[src/rtl/bwt_sort_ctrl.sv]
// Pass sequencer for the 8-row BWT merge-sort core: one stable sort pass per key column,
// least-significant column first, each pass result fed back as the next pass input.
module bwt_sort_ctrl #(
   parameter int unsigned COLUMN     = 3,
   parameter int unsigned STRING_LEN = 8,
   parameter int unsigned GAP_CYCLES = 4,
   parameter int unsigned TIMEOUT    = 255
) (
   input  logic                                   clk,
   input  logic                                   rst,
   input  logic                                   go,
   input  logic [0:STRING_LEN-1][COLUMN-1:0][7:0] data_in,
   output logic [0:STRING_LEN-1][COLUMN-1:0][7:0] data_out,
   output logic                                   busy,
   output logic                                   done,
   output logic                                   error,
   output logic                                   core_start,
   output logic [1:0]                             core_sort_num,
   output logic [0:STRING_LEN-1][COLUMN-1:0][7:0] core_data_in,
   input  logic [0:STRING_LEN-1][COLUMN-1:0][7:0] core_data_out,
   input  logic                                   core_sorted
);

   localparam int unsigned PASS_W = 2;
   localparam int unsigned GAP_W  = 4;
   localparam int unsigned TMR_W  = (TIMEOUT < 2) ? 1 : $clog2(TIMEOUT + 1);

   typedef enum logic [2:0] {
      S_IDLE,
      S_KICK,
      S_WAIT,
      S_SETTLE,
      S_GAP,
      S_FINISH,
      S_ERR
   } state_e;

   state_e                                   state_q, state_d;
   logic [0:STRING_LEN-1][COLUMN-1:0][7:0]   buf_q, buf_d;
   logic [0:STRING_LEN-1][COLUMN-1:0][7:0]   data_out_q, data_out_d;
   logic [PASS_W-1:0]                        pass_q, pass_d;
   logic [GAP_W-1:0]                         gap_q, gap_d;
   logic [TMR_W-1:0]                         timer_q, timer_d;
   logic                                     busy_q, busy_d;
   logic                                     done_q, done_d;
   logic                                     error_q, error_d;
   logic                                     core_start_q, core_start_d;
   logic [1:0]                               core_sort_num_q, core_sort_num_d;
   logic                                     sorted_q;
   logic                                     sorted_rise;

   // Only a fresh edge ends a pass; a level left over from the previous pass does not.
   assign sorted_rise = core_sorted & ~sorted_q;

   always_comb begin
      state_d         = state_q;
      buf_d           = buf_q;
      data_out_d      = data_out_q;
      pass_d          = pass_q;
      gap_d           = gap_q;
      timer_d         = timer_q;
      busy_d          = busy_q;
      done_d          = 1'b0;
      error_d         = error_q;
      core_start_d    = 1'b0;
      core_sort_num_d = core_sort_num_q;

      case (state_q)
         S_IDLE, S_ERR: begin
            if (go) begin
               buf_d   = data_in;
               pass_d  = PASS_W'(COLUMN - 1);
               busy_d  = 1'b1;
               error_d = 1'b0;
               state_d = S_KICK;
            end
         end
         S_KICK: begin
            timer_d = '0;
            state_d = S_WAIT;
         end
         S_WAIT: begin
            timer_d = timer_q + TMR_W'(1);
            if (sorted_rise) begin
               state_d = S_SETTLE;
            end else if (timer_d == TMR_W'(TIMEOUT)) begin
               busy_d  = 1'b0;
               error_d = 1'b1;
               state_d = S_ERR;
            end
         end
         // The core writes its last row one cycle after sorted rises, so capture here.
         S_SETTLE: begin
            buf_d = core_data_out;
            if (pass_q == '0) begin
               state_d = S_FINISH;
            end else begin
               pass_d  = pass_q - PASS_W'(1);
               gap_d   = '0;
               state_d = S_GAP;
            end
         end
         S_GAP: begin
            gap_d = gap_q + GAP_W'(1);
            if (gap_q == GAP_W'(GAP_CYCLES - 1)) begin
               state_d = S_KICK;
            end
         end
         S_FINISH: begin
            data_out_d = buf_q;
            done_d     = 1'b1;
            busy_d     = 1'b0;
            state_d    = S_IDLE;
         end
         default: begin
            state_d = S_IDLE;
         end
      endcase

      // Start strobe and key index are registered so they appear during the KICK cycle.
      if (state_d == S_KICK) begin
         core_start_d    = 1'b1;
         core_sort_num_d = pass_d;
      end
   end

   always_ff @(posedge clk) begin
      if (rst) begin
         state_q         <= S_IDLE;
         buf_q           <= '0;
         data_out_q      <= '0;
         pass_q          <= '0;
         gap_q           <= '0;
         timer_q         <= '0;
         busy_q          <= 1'b0;
         done_q          <= 1'b0;
         error_q         <= 1'b0;
         core_start_q    <= 1'b0;
         core_sort_num_q <= '0;
         sorted_q        <= 1'b0;
      end else begin
         state_q         <= state_d;
         buf_q           <= buf_d;
         data_out_q      <= data_out_d;
         pass_q          <= pass_d;
         gap_q           <= gap_d;
         timer_q         <= timer_d;
         busy_q          <= busy_d;
         done_q          <= done_d;
         error_q         <= error_d;
         core_start_q    <= core_start_d;
         core_sort_num_q <= core_sort_num_d;
         sorted_q        <= core_sorted;
      end
   end

   assign data_out      = data_out_q;
   assign busy          = busy_q;
   assign done          = done_q;
   assign error         = error_q;
   assign core_start    = core_start_q;
   assign core_sort_num = core_sort_num_q;
   assign core_data_in  = buf_q;

endmodule

[config.mk]
export PLATFORM = sky130hd
export DESIGN_NAME = bwt_sort_ctrl
export DESIGN_NICKNAME = d
export VERILOG_FILES = /design/src/rtl/bwt_sort_ctrl.sv
export SDC_FILE = /design/constraint.sdc
export NUM_CORES = 1
export LEC_CHECK = 0
export BUFFER_PORTS_ARGS = -buffer_cell sky130_fd_sc_hd__buf_4
export CAP_MARGIN = 5
export CORE_AREA = 10 10 298 300
export CTS_CLUSTER_DIAMETER = 50
export DETAILED_ROUTE_END_ITERATION = 10
export DIE_AREA = 0 0 308 310
export PLACE_DENSITY = 0.4
export SYNTH_ARGS = -nofsm -noshare
export SYNTH_HDL_FRONTEND = slang
export SYNTH_SLANG_ARGS = --single-unit
[constraint.sdc]
create_clock -name clk -period 4.3 [get_ports clk]
set_clock_uncertainty 0.2 [all_clocks]
set_input_delay 0.43 -clock clk [delete_from_list [all_inputs] [get_ports clk]]
set_output_delay 0.43 -clock clk [all_outputs]
set_load 0.01 [all_outputs]
==> impl_metrics.ini <==
[sta]
hold_viol = 0
worstMarginPinSlew_ns = 0.911
slew_viol_final = 0
fin_crit_sh = 0.783
grt_setup_unrepaired = no
layout_setup_ws_ns = 0.932
relSlewSlack = 0.393
setup_tns_ns = 0
whs_ns = 0.153
fmax_mhz = 297
setup_violations = 0
fin_crit_ns = 3.37

[cts]
ctsRootBufferMaster = clkbuf_16
path_clk_slew_ns = 0.06
cts_resized = 0
htreeDepth = 2
post-cts-setup-buffers = 0
cts-buffers-inserted = 60
clockBufferDepth = 3
clock_latency_ns = 0.62
tritoncts = done
numClockSinks = 408

[global_route]
grtUsageTotal = 0.155
grt_max_degree = 113
grt_pass1_wl_um = 116000
grt_antenna_before_repair = 3
grt_overflow = 0
grt_pass1_vias = 18647

[logic_synthesis]
ys.flop_type = dfxtp_1
syn-num-nets = 2234
synth_cell_type_count = 48
ys_seq_elements = 408
synthArstFlopShare = 0
yosys_warnings = 0
synth_edf_count = 0
synth_area_sq_mm = 0.0162
synth_cells = 1843
synth_seq_area_share = 0.503
syn_avg_cell_area_sq_um = 8.81

[floorplanning]
io_pins = 778
initial_core_util = 0.196
core_sq_mm = 0.0829
die_area_sq_mm = 0.0955
die_w_um = 308
die_h_um = 310
num_rows = 106

[final_layout]
multiInputGateArea_sq_mm = 0.00726
seq_area_sq_mm = 0.00817
stdcell_count = 4089
nFillCells = 8658
nets = 3348
final_layout_size_suffix_gt1_frac = 0.313
area_growth_pct = 79.4

[critical_path]
cp.arrival_ns = 3.66
path_cells = nor2b_1 -> nor3_4 -> buf_4 -> buf_12 -> mux2i_1 -> a211oi_1 -> dlygate4sd3_1
slowest_delay_ns = 0.67
start_kind = flop
critPathSlowestCell = dfxtp_1
end_kind = flop
worstPathMaxFanout = 78
crit_type = flop to flop
worst_ep_required_time_ns = 4.60

[power_and_ir_drop]
power.total_w = 0.0112
p_leak_nw = 12.7
irDropWorstVdd_mv = 0.275
pwr_density_cell_mw_per_mm2 = 384

[run]
max-cap-violations = 0

[drt]
route.vias.total = 17491
dr.pass1.iters = 5
ant_nets = 0
drc = 0
totalWireLength_um = 78000
drtIter0Drc = 828
wl_per_cell_um = 19.1
vias_per_cell = 4.28

[run_status]
status = finished clean

[placement]
placed_cells = 3589
place_congestion = 0.805
io_buffers = 777
dp_hpwl_um = 57400
post-place-ws_ns = 1.55

[min_path]
hp-class = primary input to flop
==> cells in the final DEF, fill, tap and decap left out, types with 3 or more instances in the layout <==
master,synthesis,routed
nand2b_1,3,3
ha_1,3,3
buf_12,0,10
bufinv_16,0,7
clkbuf_8,0,11
o31ai_1,3,3
nand2_1,396,394
buf_4,4,813
inv_1,3,3
nor2_1,206,206
a211oi_1,192,192
dlygate4sd3_1,0,386
nor2b_1,6,6
nand3_1,3,3
dfxtp_1,408,408
clkbuf_1,113,5
clkinvlp_4,0,5
and3_1,3,3
mux2i_1,193,193
clkbuf_16,0,61
o21ai_0,19,19
clkinv_2,0,8
inv_6,0,4
clkinv_4,0,7
nor3b_1,4,4
a21oi_1,210,210
==> state kept, by name, indices dropped and copies added, names as in the netlist <==
| signal | flops |
|---|---|
| busy | 1 |
| timer_q | 8 |
| core_start | 1 |
| core_sort_num | 2 |
| data_out | 192 |
| gap_q | 4 |
| error | 1 |
| core_data_in | 192 |
| sorted_q | 1 |
| pass_q | 2 |
| state_q | 3 |
| done | 1 |
==> worst max-delay path, delay by kind of cell, from the launching register on <==
family                 cells  cell delay, ns
multiplexers               1            0.30
AND/OR/NAND/NOR            2            0.49
flip-flops                 1            0.67
AO/OA/AOI/OAI              1            0.10
buffers and inverters      3            1.19
==> Yosys cell counts, types with 2 or more instances <==
cell / instances / share of area
o21a_1: 2 / 0.00092
and3_1: 3 / 0.0012
nand2_1: 396 / 0.092
nor3b_1: 4 / 0.0019
buf_2: 22 / 0.0068
buf_8: 11 / 0.010
mux2i_1: 193 / 0.12
dfxtp_1: 408 / 0.50
xnor2_1: 2 / 0.0011
nor3_1: 2 / 0.00062
buf_4: 4 / 0.0019
inv_1: 3 / 0.00069
nand2b_1: 3 / 0.0012
a31oi_1: 2 / 0.00077
ha_1: 3 / 0.0023
clkbuf_1: 113 / 0.026
nand3b_1: 2 / 0.00092
nand3_1: 3 / 0.00092
o31ai_1: 3 / 0.0014
or3_1: 2 / 0.00077
buf_6: 7 / 0.0049
o21ai_0: 19 / 0.0059
a211oi_1: 192 / 0.089
nor2_1: 206 / 0.048
nor2b_1: 6 / 0.0023
a21oi_1: 210 / 0.065
==> power breakdown <==
group | internal (W) | total (W) | switching [W] | leakage (nW)
combinational | 0.00108 | 0.00180 | 0.000722 | 8.31
sequential | 0.00398 | 0.00420 | 0.000224 | 3.32
clock | 0.00324 | 0.00519 | 0.00196 | 1.05
total | 0.00829 | 0.0112 | 0.00290 | 12.7
==> through the flow <==
step,utilization,cell area [sq um]
final,0.351,29100
after floorplan,-,16200
after global routing,0.351,29100
after CTS,0.351,29100
after detailed placement,0.279,23100
after global placement,0.279,23100
==> layout make-up <==
cell class	count	area share
clock inverter	35	0.0153
inverter	3	0.000387
antenna	2	0.000172
clock buffer	77	0.0583
timing repair buffer	1210	0.350
multi-input combinational	1274	0.249
tap	1080	0.0464
sequential	408	0.280
==> cell families after synthesis <==
family | synth area share
and+or+nand+nor | 0.154
xor gates and xnor gates | 0.00108
DFF | 0.503
AOI/OAI and AO/OA | 0.169
adders and majority gates | 0.00231
buffers and inverters | 0.0507
muxes | 0.119
==> final timing paths <==
check           startpoint          endpoint  slack, ns  depth (start not counted)
max             state_q[1]  core_data_in[24]       0.93                          7
max reg2reg     state_q[1]  core_data_in[24]       0.93                          7
min reg2reg  data_out[185]     data_out[185]       0.25                          2
min                    rst      data_out[34]       0.15                          2
==> repair_timing <==
| item | 4_1_cts | 5_1_grt |
|---|---|---|
| hold buffers | 386 | 0 |
| endpoints found under the hold margin | 194 | 0 |
| endpoints found under the setup margin | 0 | 0 |
==> metal layers <==
metal | global-route usage | vias to the layer above | part of all wire
met5 | 0 | - | 0.000090
met4 | 0.0425 | 2 | 0.024
met3 | 0.0500 | 90 | 0.073
met2 | 0.292 | 537 | 0.52
met1 | 0.164 | 8239 | 0.38
li1 | - | 8623 | -
No activity file was read; power rests on OpenSTA's default activity.
